--- src/rtl/tx_sched_pkg.sv ---
// Shared definitions for the TX round-robin frame scheduler: FSM encoding and
// default burst/timeout limits.
package tx_sched_pkg;

  localparam int unsigned DEF_MAX_BURST = 4;
  localparam int unsigned DEF_DONE_TO   = 64;

  typedef enum logic [1:0] {
    S_IDLE      = 2'd0,
    S_ARB       = 2'd1,
    S_READ      = 2'd2,
    S_WAIT_DONE = 2'd3
  } sched_state_e;

endpackage

--- src/rtl/rr_pick.sv ---
// Combinational round-robin picker: first set request strictly after ptr,
// wrapping modulo N, returned as one-hot plus binary index.
module rr_pick #(
  parameter int unsigned N  = 5,
  parameter int unsigned IW = $clog2(N)
) (
  input  logic [N-1:0]  req,
  input  logic [IW-1:0] ptr,
  output logic [N-1:0]  onehot,
  output logic [IW-1:0] idx,
  output logic          valid
);

  logic [IW-1:0] k;

  always_comb begin
    onehot = '0;
    idx    = '0;
    valid  = 1'b0;
    k      = '0;
    for (int unsigned i = 1; i <= N; i++) begin
      k = IW'((32'(ptr) + i) % N);
      if (!valid && req[k]) begin
        valid     = 1'b1;
        idx       = k;
        onehot[k] = 1'b1;
      end
    end
  end

endmodule

--- src/rtl/tx_rr_sched.sv ---
// Round-robin scheduler granting switch FIFO sources to one frame serializer,
// with full-FIFO priority, bounded bursts and a tx_done watchdog.
module tx_rr_sched
  import tx_sched_pkg::*;
#(
  parameter int unsigned NUM_SW_INST = 5,
  parameter int unsigned MAX_BURST   = DEF_MAX_BURST,
  parameter int unsigned DONE_TO     = DEF_DONE_TO
) (
  input  logic                           clk,
  input  logic                           rst,
  input  logic [NUM_SW_INST-1:0]         empty,
  input  logic [NUM_SW_INST-1:0]         full,
  input  logic [NUM_SW_INST-1:0]         sw_busy,
  input  logic [NUM_SW_INST-1:0]         last,
  input  logic                           tx_done,
  output logic [NUM_SW_INST-1:0]         rd_en,
  output logic [NUM_SW_INST-1:0]         grant,
  output logic [$clog2(NUM_SW_INST)-1:0] grant_id,
  output logic                           sched_busy,
  output logic                           timeout_err
);

  localparam int unsigned IW = $clog2(NUM_SW_INST);
  localparam int unsigned BW = $clog2(MAX_BURST + 1);
  localparam int unsigned WW = (DONE_TO > 1) ? $clog2(DONE_TO) : 1;

  sched_state_e state;

  logic [IW-1:0] rr_ptr;
  logic [BW-1:0] burst_cnt;
  logic [WW-1:0] wait_cnt;
  logic          last_q;

  logic [NUM_SW_INST-1:0] elig;
  logic [NUM_SW_INST-1:0] full_req;
  logic [NUM_SW_INST-1:0] full_oh;
  logic [NUM_SW_INST-1:0] norm_oh;
  logic [NUM_SW_INST-1:0] win_oh;
  logic [IW-1:0]          full_idx;
  logic [IW-1:0]          norm_idx;
  logic [IW-1:0]          win_idx;
  logic                   full_vld;
  logic                   norm_vld;
  logic                   cur_empty;
  logic                   cur_elig;

  assign elig     = ~empty & ~sw_busy;
  assign full_req = elig & full;

  rr_pick #(.N(NUM_SW_INST), .IW(IW)) u_pick_full (
    .req    (full_req),
    .ptr    (rr_ptr),
    .onehot (full_oh),
    .idx    (full_idx),
    .valid  (full_vld)
  );

  rr_pick #(.N(NUM_SW_INST), .IW(IW)) u_pick_norm (
    .req    (elig),
    .ptr    (rr_ptr),
    .onehot (norm_oh),
    .idx    (norm_idx),
    .valid  (norm_vld)
  );

  // A full source always outranks the plain round-robin winner.
  assign win_oh  = full_vld ? full_oh : norm_oh;
  assign win_idx = full_vld ? full_idx : norm_idx;

  assign cur_empty = empty[grant_id];
  assign cur_elig  = elig[grant_id];

  // Gated by the live empty bit and rst so a pulse never hits an empty FIFO
  // or escapes in a reset cycle.
  assign rd_en = (state == S_READ && !rst) ? (grant & ~empty) : '0;

  always_ff @(posedge clk) begin
    if (rst) begin
      state       <= S_IDLE;
      grant       <= '0;
      grant_id    <= '0;
      sched_busy  <= 1'b0;
      timeout_err <= 1'b0;
      rr_ptr      <= IW'(NUM_SW_INST - 1);
      burst_cnt   <= '0;
      wait_cnt    <= '0;
      last_q      <= 1'b0;
    end else begin
      timeout_err <= 1'b0;
      unique case (state)
        S_IDLE: begin
          if (|elig) begin
            state      <= S_ARB;
            sched_busy <= 1'b1;
          end
        end
        S_ARB: begin
          if (norm_vld) begin
            grant     <= win_oh;
            grant_id  <= win_idx;
            rr_ptr    <= win_idx;
            burst_cnt <= '0;
            state     <= S_READ;
          end else begin
            grant      <= '0;
            grant_id   <= '0;
            sched_busy <= 1'b0;
            state      <= S_IDLE;
          end
        end
        S_READ: begin
          if (!cur_empty) begin
            last_q   <= last[grant_id];
            wait_cnt <= '0;
            state    <= S_WAIT_DONE;
            if (burst_cnt != BW'(MAX_BURST)) begin
              burst_cnt <= burst_cnt + BW'(1);
            end
          end else begin
            state <= S_ARB;
          end
        end
        S_WAIT_DONE: begin
          // tx_done outranks a timeout landing on the same cycle.
          if (tx_done) begin
            if (!last_q && burst_cnt < BW'(MAX_BURST) && cur_elig) begin
              state <= S_READ;
            end else begin
              state <= S_ARB;
            end
          end else if (wait_cnt == WW'(DONE_TO - 1)) begin
            timeout_err <= 1'b1;
            state       <= S_ARB;
          end else begin
            wait_cnt <= wait_cnt + WW'(1);
          end
        end
        default: state <= S_IDLE;
      endcase
    end
  end

endmodule
--- config.mk ---
export PLATFORM = sky130hd
export DESIGN_NAME = tx_rr_sched
export DESIGN_NICKNAME = d
export VERILOG_FILES = /design/src/rtl/tx_sched_pkg.sv /design/src/rtl/rr_pick.sv /design/src/rtl/tx_rr_sched.sv
export SDC_FILE = /design/constraint.sdc
export NUM_CORES = 1
export LEC_CHECK = 0
export ABC_CLOCK_PERIOD_IN_PS = 13400
export CORE_AREA = 10 10 143 145
export DETAILED_ROUTE_END_ITERATION = 12
export DIE_AREA = 0 0 153 155
export SLEW_MARGIN = 25
export SYNTH_ARGS = -nofsm -noshare
export SYNTH_HDL_FRONTEND = slang
export SYNTH_SLANG_ARGS = --single-unit
export TNS_END_PERCENT = 50
--- constraint.sdc ---
create_clock -name clk -period 13.4 [get_ports clk]
set_clock_uncertainty 0.05 [all_clocks]
set_input_delay 2.68 -clock clk [delete_from_list [all_inputs] [get_ports clk]]
set_output_delay 2.68 -clock clk [all_outputs]
set_load 0.005 [all_outputs]
Yosys cells after proc, flatten, opt, wreduce, memory -nomap -nowiden
Cells that the tools add are included.

cells by class
  shifts and indexed selects = 0
  add/sub/neg operators = 7
  reductions and logical operators = 38
  $lt $le $gt $ge = 12
  equal/unequal tests = 13
  bitwise gates (word level) = 15
  multiply operators = 0
  mux-type cells = 90
  div/mod/pow operators = 5

operator list
  kind                                                        number
  modulo 32 x 3 -> 32 bit, second input constant              5
  two-way mux 5 bit                                           13
  two-way mux 3 bit                                           15
  bitwise OR 5 bit                                            8
  binary-select mux 1 bit (select 3 bit)                      13
  two-way mux 1 bit                                           31
  less-than comparator 3 x 4 -> 1 bit, second input constant  6
  two-way mux 6 bit                                           3
  logical AND 1 bit                                           16
  bitwise AND 5 bit                                           3
  demux 1 bit (select 3 bit)                                  5
  >= comparator 3 x 1 -> 1 bit, second input constant         5
  two-way mux 2 bit                                           6
  inequality test 2 bit, second input constant                6
  one-hot mux 6 bit (2 select lines)                          1
  logical NOT 1 bit                                           10
  inverter 5 bit                                              2
  adder 3 x 2 -> 4 bit, second input constant                 2
  adder 3 x 3 -> 4 bit, second input constant                 2
  one-hot mux 2 bit (4 select lines)                          1
  AND reduction 4 bit                                         2
  adder 6 x 1 -> 6 bit, second input constant                 1
  equality test 6 bit, second input constant                  1
  inequality test 3 bit, second input constant                2
  15 further kinds                                            21

storage, ports and cells
  bits in registers = 25
  bits of input ports = 23
  memories = 0
  word-level logic and storage cells = 189
  ROM bits = 0
  latch bits = 0
  memory bits (writable) = 0
  output and inout port bits = 15

Depth between registers and ports, before layout
Gate-level depths: netlist (run 1).

  depth in word-level cells = 20
  gate-level depth with buffers = 22
  depth with buffers taken out = 18

Cells and area by module
From an unflattened synthesis (run 1), not the netlist that was laid out.

second synthesis, totals
  cells, all modules = 766
  area, all modules = 5659.2 µm²

by module, submodules not included
  module                 instances  cells each  area an instance (µm²)  seq. area each (µm²)
  rr_pick (u_pick_full)  1          287         2088.3                  0.0
  rr_pick (u_pick_norm)  1          286         2078.2                  0.0
  tx_rr_sched            1          193         1492.7                  500.5

Worst setup path before layout (run 1)
OpenSTA, ideal clock, no wires.

  kind = input -> output
  from = input port rst
  to = output port rd_en[0]
  stages on the path = 3
  buffers on the path = 0
  arrival time = 3099 ps
  required time = 10670 ps
  path slack = 7571 ps
  cell sequence = inv_1 nand2_1 nor3b_1

on the way
  cells in the longest elaborated chain, start to end = 3

RTL lines
  what               RTL line           RTL
  from (decl)        tx_rr_sched.sv:11  input logic rst,
  logical NOT 1 bit  tx_rr_sched.sv:76  assign rd_en = (state == S_READ && !rst) ? (grant & ~empty) : '0;
  logical AND 1 bit  tx_rr_sched.sv:76
  two-way mux 5 bit  tx_rr_sched.sv:76
  to (decl)          tx_rr_sched.sv:17  output logic [NUM_SW_INST-1:0] rd_en,

Every way passes these cells.

Worst setup path after layout (run 1)
Ends and elaborated chain as after synthesis.

==> results.toml, run 1 <==
[cts]
postCtsHoldBufs = 0
numCtsBuffers = 3
clk_latency_ns = 0.26
postCtsResizedCells = 0
cts_tree = "built"
htree_levels = 1
post_cts_buffers = 0
cts_buffer_depth = 2
clk_pin_slew_worst_paths_ns = 0.07
cts.sinks = 25
cts-root-buf = "clkbuf_16"

[sta]
fmax_mhz = 139
drv_slew = 0
finalSetupViolations = 0
finalHoldViolCount = 0
rsz0062_at_grt = "false"
slew_headroom_pct = 42.7
tns_ns = 0
finalCritPeriodShare_pct = 53.6
worst_slack_ns = 6.22
tightest_slew_ns = 0.856
finalCriticalPeriod_ns = 7.18

[synthesis]
synth.avg_cell_area_um2 = 7.40
synth_top_area_share_pct = 11.5
ys.flop_type = "dfxtp_1"
synth_cells = 586
syn_nets = 640
ys_types = 97
yosysWarnings = 0
synth.largest_area_cell = "dfxtp_1"
ys_seq_elements = 25
yosys.area_share.simple_pct = 30.6
ys_async_sr_fraction_pct = 0
synth_top_family_by_area = "compound AO/OA/AOI/OAI gates"
ys_seq_area_share_pct = 11.5
netlist_top_cells_area = "dfxtp_1 (12%), ha_1 (8.7%), mux2i_1 (5.3%)"
post-synth-top-count-cell = "nor2_1"
yosys-top-cells-count = "nor2_1 (55), nand2_1 (47), a21oi_1 (40), ha_1 (30), inv_1 (26)"
synthXorXnorAreaFrac_pct = 3.15
synth-edff-count = 0
synth_compound_area_share_pct = 32.6
synth.area.mux_share_pct = 7.27
synthAdderAreaFrac_pct = 9.12
synth_area_um2 = 4330

[critical_path]
cp_slowest_cell = "clkdlybuf4s50_1"
cp_max_fo = 13
cp.arrival_ns = 4.45
crit_chain = "clkdlybuf4s50_1 > inv_1 > nand2_1 > nor3b_1 > clkdlybuf4s50_1"
critical_path_class = "input port to output pin"
critPathLaunchType = "input port"
cp_common_cell = "clkdlybuf4s50_1"
cp_data_required_time_ns = 10.67
crit_path_max_incr_delay_ns = 0.63
endpoint_kind = "output pin"

[die]
die-area_um2 = 23700
start_util_pct = 24.5
rows = 49
die_x_um = 153
fp.coreArea_um2 = 17700
ios = 38
die-height_um = 155

[flow_run]
drv_cap = 0

[drt]
ant_nets = 0
viasPerCell = 5.51
avgRoutedWirePerCell_um = 17.3
dr.pass1.iters = 5
drt-total-wl_um = 14500
vias = 4592
drc = 0
drt_iter0_markers = 444

[worst_hold_path]
hold_path_class = "flip-flop to flip-flop"

[global_route]
track_usage_pct = 11.8
grt_pass1_vias = 4328
antenna_found_initial = 0
grt_max_degree = 49
grt_pass1_wl_um = 23700
grt_overflow_total = 0

[placement]
hpwlAfterDp_um = 11300
portBuffers = 37
gp_congestion = 0.946
dp_cells = 829
dp_slack_ns = 6.20

[final_layout]
num-nets-final = 659
antenna_cells = 0
stdcell_count = 833
area_growth_pct = 14.7
drive_above_1_share_pct = 8.61
final_core_util_pct = 28.2

[run_status]
status = "complete, no violations"
## metrics by stage
step	hold slack (ns)	area (um^2)
6_report	0.419	4970
3_5_place_dp	0.413	4890
2_1_floorplan	0.401	4330
5_1_grt	0.452	4970
3_3_place_gp	0.406	4890
4_1_cts	0.426	4970
## cell type report
type	instances	area, um^2
Inverter	29	109
Clock buffer	3	75.1
Clock inverter	1	7.51
Fill cell	1990	12700
Sequential cell	25	502
Timing Repair Buffer	42	408
Multi-Input combinational cell	504	3580
Tap cell	229	287
## per-layer routing
metal	wire length, um	GRT usage (%)	vias up	part of all wire [%]
li1	-	-	2268	-
met1	6890	16.7	2170	48
met2	6440	18.8	141	45
met3	922	1.41	13	6.4
met4	206	2.23	0	1.4
met5	0	0	-	0
## worst paths after layout
path / start / to / slack (ns) / cells past startpoint
worst max-delay path: rst / rd_en[0] / 6.22 / 5
worst min-delay path: grant[4] / grant[4] / 0.42 / 2
worst max register to register: rr_ptr[0] / grant_id[2] / 6.61 / 19
worst min register to register: grant[4] / grant[4] / 0.42 / 2
## cells in the final DEF, fill, tap and decap left out, drive strengths merged, types with 6 or more instances in the layout
master	netlist	final
a211oi	14	14
a21o	9	9
a21oi	40	40
a31oi	11	11
and2	11	11
and3	8	8
clkdlybuf4s50	0	37
dfxtp	25	25
ha	30	30
inv	28	28
mux2	6	6
mux2i	24	24
nand2	47	47
nand2b	14	14
nand3	26	26
nor2	55	55
nor2b	13	13
nor3	17	17
nor3b	11	11
nor4	7	7
o21a	6	6
o21ai	25	25
o221ai	6	6
or2	8	8
or3	6	6
xnor2	9	9
## kinds of logic after synthesis
family / after synthesis
xor+xnor: 13
flops: 25
mux: 30
buf+inv: 57
compound gates: 185
fa+ha+maj: 31
simple gates: 245
## worst max-delay path, delay by kind of cell
| family | cells | cell delay [ns] |
|---|---|---|
| buf+inv | 3 | 1.39 |
| simple gates | 2 | 0.38 |
## state kept, by name (all words and copies together), names as in the netlist
name	count
wait_cnt	6
grant	5
burst_cnt	3
grant_id	3
rr_ptr	3
state	2
last_q	1
sched_busy	1
timeout_err	1
Power of run 1 is not shown: default switching activity piles up to over one toggle a cycle in this logic, so the estimate is an artifact.
==> inputs of run 2 (changes only) <==
--- a/config.mk
+++ b/config.mk
@@ -5,7 +5,7 @@
 export SDC_FILE = /design/constraint.sdc
 export NUM_CORES = 1
 export LEC_CHECK = 0
-export ABC_CLOCK_PERIOD_IN_PS = 13400
+export ABC_CLOCK_PERIOD_IN_PS = 6400
 export CORE_AREA = 10 10 143 145
 export DETAILED_ROUTE_END_ITERATION = 12
 export DIE_AREA = 0 0 153 155
==> constraint.sdc (replaced) <==
create_clock -name clk -period 6.4 [get_ports clk]
set_clock_uncertainty 0.05 [all_clocks]
set_input_delay 1.28 -clock clk [delete_from_list [all_inputs] [get_ports clk]]
set_output_delay 1.28 -clock clk [all_outputs]
set_load 0.005 [all_outputs]
==> run 2 against run 1 <==
Register-to-register slack worse by 6.1 ns. Non-clock buffer count up 4. Flip-flop and latch count unchanged. Wire length up 3.3%. Die area unchanged. Setup slack worse by 5.7 ns. Critical path depth up 13. First-iteration DRC count up 8.6%. Largest cell class unchanged. Highest routed layer unchanged.
==> results.toml, run 2 (same netlist as run 1, synthesis figures left out) <==
[placement]
portBuffers = 37
gp_congestion = 0.966
hpwlAfterDp_um = 11800

[sta]
finalSetupViolations = 0
slew_headroom_pct = 44.0
rsz0062_at_grt = "false"
drv_slew = 0
finalHoldViolCount = 0
tightest_slew_ns = 0.837
finalCriticalPeriod_ns = 5.88
finalCritPeriodShare_pct = 91.9
tns_ns = 0
fmax_mhz = 170

[critical_path]
critical_path_class = "flip-flop to flip-flop"
critical_path_buf_inv_count = 2
cp_common_cell = "ha_1"
cp_data_required_time_ns = 6.55
cp.arrival_ns = 6.04
cp_slowest_cell = "xnor2_2"
cp_top_family = "compound AO/OA/AOI/OAI gates"
critPathLaunchType = "flip-flop"
crit_chain = "ha_1 > xnor2_2 > inv_2 > ha_1 > or3b_1 > a311o_1 > o21ai_1 > inv_1 > ha_1 > nand2b_1 > a32oi_4 > mux2i_1 > and3_1 > o32a_2 > nor3b_2 > a21oi_1 > a2111oi_2 > a21o_1"
cp_max_fo = 13
crit_path_max_incr_delay_ns = 0.58
endpoint_kind = "flip-flop"

[cts]
cts-root-buf = "clkbuf_16"
cts.sinks = 25
cts_tree = "built"
htree_levels = 1
numCtsBuffers = 3
cts_buffer_depth = 2
clk_latency_ns = 0.27
postCtsResizedCells = 0
postCtsHoldBufs = 0
post_cts_buffers = 0
clk_pin_slew_worst_paths_ns = 0.07

[global_route]
track_usage_pct = 11.9
grt_overflow_total = 0
grt_max_degree = 34
antenna_found_initial = 0
grt_pass1_wl_um = 23900
grt_pass1_vias = 4421

[drt]
drt-total-wl_um = 14900
ant_nets = 0
drc = 0
dr.pass1.iters = 6
drt_iter0_markers = 482
vias = 4741
avgRoutedWirePerCell_um = 17.8
viasPerCell = 5.66

[final_layout]
layout_common_cells = "nor2_1 (55), nand2_1 (47), a21oi_1 (40)"
drive_above_1_share_pct = 9.21
area_growth_pct = 15.4
reg.largest.list = "wait_cnt (6), grant (5)"
largest_reg_flops = 6
regMostFlops = "wait_cnt"
final_common_cell = "nor2_1"
num-nets-final = 663
antenna_cells = 0

[die]
die_x_um = 153
fp.coreArea_um2 = 17700
die-area_um2 = 23700
die-height_um = 155
start_util_pct = 24.5
rows = 49
ios = 38

[flow_run]
drv_cap = 0

[run_status]
status = "complete, no violations"

[worst_hold_path]
hold_path_class = "flip-flop to flip-flop"
==> run 2: changes by cell type in the layout (fill, tap and decap cells not counted) <==
cell and change:
buf_4 +4
==> run 2: final cells by class <==
type | count | area [um^2]
tap | 229 | 287
inverter | 29 | 109
clock inverter | 1 | 7.51
timing repair buffer | 46 | 438
sequential | 25 | 502
multi-input combinational | 504 | 3580
fill | 1949 | 12700
clock buffer | 3 | 75.1
==> run 2: stage by stage <==
step                      cell area [um^2]  utilization (%)  setup slack, ns  hold slack, ns  cells
final                                 5000             28.3            0.516           0.420    837
after global placement                4920             27.9            0.758           0.411    833
after detailed placement              4920             27.9            0.610           0.410    833
after CTS                             5000             28.3            0.586           0.424    837
after global routing                  5000             28.3            0.176           0.460    837
after floorplan                       4330                -            0.984           0.401    586
==> run 2: worst reg2reg max path, cell delays in order (launching register included) <==
cell and delay (ns):
dfxtp_1 0.44, ha_1 0.36, xnor2_2 0.58, inv_2 0.21, ha_1 0.31, or3b_1 0.40
a311o_1 0.38, o21ai_1 0.15, inv_1 0.09, ha_1 0.18, nand2b_1 0.17, a32oi_4 0.36
mux2i_1 0.49, and3_1 0.23, o32a_2 0.22, nor3b_2 0.37, a21oi_1 0.14, a2111oi_2 0.56
a21o_1 0.13
==> run 2: path summary, 6_finish.rpt <==
kind	startpoint	slack [ns]	end	depth (start not counted)
max	rr_ptr[1]	0.52	rr_ptr[0]	18
min	grant[4]	0.42	grant[4]	2
max reg2reg	rr_ptr[1]	0.52	rr_ptr[0]	18
min reg2reg	grant[4]	0.42	grant[4]	2
==> run 2: per-layer routing <==
| layer | vias to the layer above | global-route usage [%] | routed length [um] |
|---|---|---|---|
| met3 | 24 | 1.71 | 1100 |
| met1 | 2219 | 15.8 | 6770 |
| li1 | 2272 | - | - |
| met4 | 0 | 3.22 | 291 |
| met2 | 226 | 19.7 | 6770 |
| met5 | - | 0 | 0 |
Power of run 2 is left out for the same reason.
==> inputs of run 3 (changes only) <==
--- a/config.mk
+++ b/config.mk
@@ -6,11 +6,12 @@
 export NUM_CORES = 1
 export LEC_CHECK = 0
 export ABC_CLOCK_PERIOD_IN_PS = 6400
-export CORE_AREA = 10 10 143 145
+export CORE_AREA = 10 10 162 164
 export DETAILED_ROUTE_END_ITERATION = 12
-export DIE_AREA = 0 0 153 155
+export DIE_AREA = 0 0 172 174
 export SLEW_MARGIN = 25
 export SYNTH_ARGS = -nofsm -noshare
 export SYNTH_HDL_FRONTEND = slang
+export SYNTH_HIERARCHICAL = 1
 export SYNTH_SLANG_ARGS = --single-unit
 export TNS_END_PERCENT = 50
==> run 3 against run 2 <==
Maximum frequency up 8.1%. Die area up 26%. Global-route usage down 1.1 points. Cell count up 29%. Synthesized cell count up 31%. Flip-flop and latch count unchanged. First-iteration DRC count down 2.1%. Critical path type unchanged. Critical endpoint is now rr_ptr[2]. Largest cell class unchanged.
==> results.toml, run 3 <==
[synthesis]
synth.largest_area_cell = "ha_1"
post-synth-top-count-cell = "nand2_1"
synth.avg_cell_area_um2 = 7.39
synth_cells = 766
ys_seq_area_share_pct = 8.84
yosys-top-cells-count = "nand2_1 (68), nor2_1 (61), ha_1 (56), a21oi_1 (54), inv_1 (48)"
ys_async_sr_fraction_pct = 0
ys_seq_elements = 25
netlist_top_cells_area = "ha_1 (12%), dfxtp_1 (8.8%), a21oi_1 (4.8%)"
synth-edff-count = 0
synth_top_area_share_pct = 12.4
yosysWarnings = 6
syn_nets = 846
ys.flop_type = "dfxtp_1"
synth_area_um2 = 5660
ys_types = 103

[cts]
cts_buffer_depth = 2
clk_pin_slew_worst_paths_ns = 0.07
numCtsBuffers = 3
clk_latency_ns = 0.26
postCtsResizedCells = 0
cts-root-buf = "clkbuf_16"
post_cts_buffers = 0
cts.sinks = 25
postCtsHoldBufs = 0
htree_levels = 1
cts_tree = "built"

[sta]
tns_ns = 0
finalCritPeriodShare_pct = 85.0
finalSetupViolations = 0
finalCriticalPeriod_ns = 5.44
drv_slew = 0
rsz0062_at_grt = "false"
fmax_mhz = 184
finalHoldViolCount = 0
worst_slack_ns = 0.959
slew_headroom_pct = 41.8
tightest_slew_ns = 0.870

[final_layout]
n_fill_cell = 2514
stdcell_count = 1078
final_core_util_pct = 27.7
final_common_cell = "nand2_1"
area_growth_pct = 13.4
reg.largest.list = "wait_cnt (6), grant (5)"
multi_input_area_um2 = 4780
layout_common_cells = "nand2_1 (68), nor2_1 (61), ha_1 (56)"
regMostFlops = "wait_cnt"
drive_above_1_share_pct = 10.5
ff_latch_area_um2 = 502
final_area_um2 = 6420
largest_reg_flops = 6
num-nets-final = 869
antenna_cells = 0

[global_route]
antenna_found_initial = 0
grt_pass1_wl_um = 27700
grt_pass1_vias = 5419
grt_max_degree = 44
track_usage_pct = 10.8
grt_overflow_total = 0

[die]
rows = 56
fp.coreArea_um2 = 23100
die-height_um = 174
start_util_pct = 24.5
ios = 38
die_x_um = 172
die-area_um2 = 29900

[drt]
drt-total-wl_um = 16800
drc = 0
viasPerCell = 5.37
dr.pass1.iters = 5
ant_nets = 0
drt_iter0_markers = 472
avgRoutedWirePerCell_um = 15.6
vias = 5784

[critical_path]
endpoint_kind = "flip-flop"
critical_path_class = "flip-flop to flip-flop"
cp.arrival_ns = 5.54
critPathLaunchType = "flip-flop"
cp_max_fo = 10
cp_data_required_time_ns = 6.50

[power_and_ir_drop]
vdd_ir_drop_max_mv = 0.137
powerDensity_nw_per_um2 = 373
leakage_nw = 2.51

[flow_run]
drv_cap = 0

[placement]
portBuffers = 37
place_area_um2 = 6330
gp_congestion = 0.936
hpwlAfterDp_um = 13100
dp_slack_ns = 1.02
dp_cells = 1074

[run_status]
status = "complete, no violations"

[worst_hold_path]
hold_path_class = "flip-flop to flip-flop"
run 3: critical path: stages, from the launching register on:
cell and delay (ns):
dfxtp_1 0.33, inv_1 0.30, ha_1 0.43, xnor2_2 0.22, inv_2 0.16, ha_1 0.27
nor2_1 0.23, a211o_1 0.23, nand2_1 0.10, ha_1 0.20, nand2b_1 0.14, a32oi_2 0.46
mux2_2 0.40, o221ai_2 0.20, a22oi_2 0.19, or3_1 0.43, nand2b_1 0.38, mux2i_1 0.25
nor2_1 0.08, a211o_1 0.26
run 3: metal layers:
layer / wire length (um) / up-vias / global-route usage [%]
li1: - / 2873 / -
met1: 7730 / 2749 / 14.5
met2: 8180 / 142 / 18.5
met3: 589 / 20 / 0.362
met4: 302 / 0 / 2.69
met5: 0 / - / 0
run 3: cell type report:
cell class	instances	share of cell area, %
clock buffer	3	1.17
clock inverter	1	0.117
inverter	52	3.14
multi-input combinational	654	74.5
sequential	25	7.82
tap	290	5.66
timing repair buffer	53	7.64
run 3: worst paths after layout:
check / start / endpoint / slack [ns] / depth (start not counted)
worst min register to register: wait_cnt[4] / wait_cnt[4] / 0.44 / 2
worst max register to register: rr_ptr[1] / rr_ptr[2] / 0.96 / 19
worst min-delay path: wait_cnt[4] / wait_cnt[4] / 0.44 / 2
worst max-delay path: rr_ptr[1] / rr_ptr[2] / 0.96 / 19
run 3: through the flow:
step / power [mW] / hold slack (ns)
after floorplan: 1.81 / 0.398
after global routing: 2.62 / 0.458
final: 2.39 / 0.440
after detailed placement: 2.22 / 0.427
after CTS: 2.37 / 0.436
after global placement: 2.21 / 0.411
run 3: cells by family (layout without fill, tap and decap cells):
| kind of cell | after synthesis | after routing | synth area share, % |
|---|---|---|---|
| adder cells (fa/ha/maj) | 58 | 58 | 12.9 |
| multiplexers | 34 | 34 | 6.65 |
| flip-flops | 25 | 25 | 8.84 |
| buffers and inverters | 87 | 109 | 6.74 |
| AND/OR/NAND/NOR | 307 | 307 | 29.7 |
| AO/OA/AOI/OAI | 227 | 227 | 29.5 |
| XOR/XNOR | 28 | 28 | 5.59 |
run 3: power by group:
| part | internal, mW | switching [mW] | total [mW] |
|---|---|---|---|
| logic | 0.842 | 1.19 | 2.04 |
| clock network | 0.0849 | 0.0595 | 0.144 |
| registers | 0.178 | 0.0363 | 0.214 |
| total | 1.10 | 1.29 | 2.39 |
No activity file was read; power rests on OpenSTA's default activity.
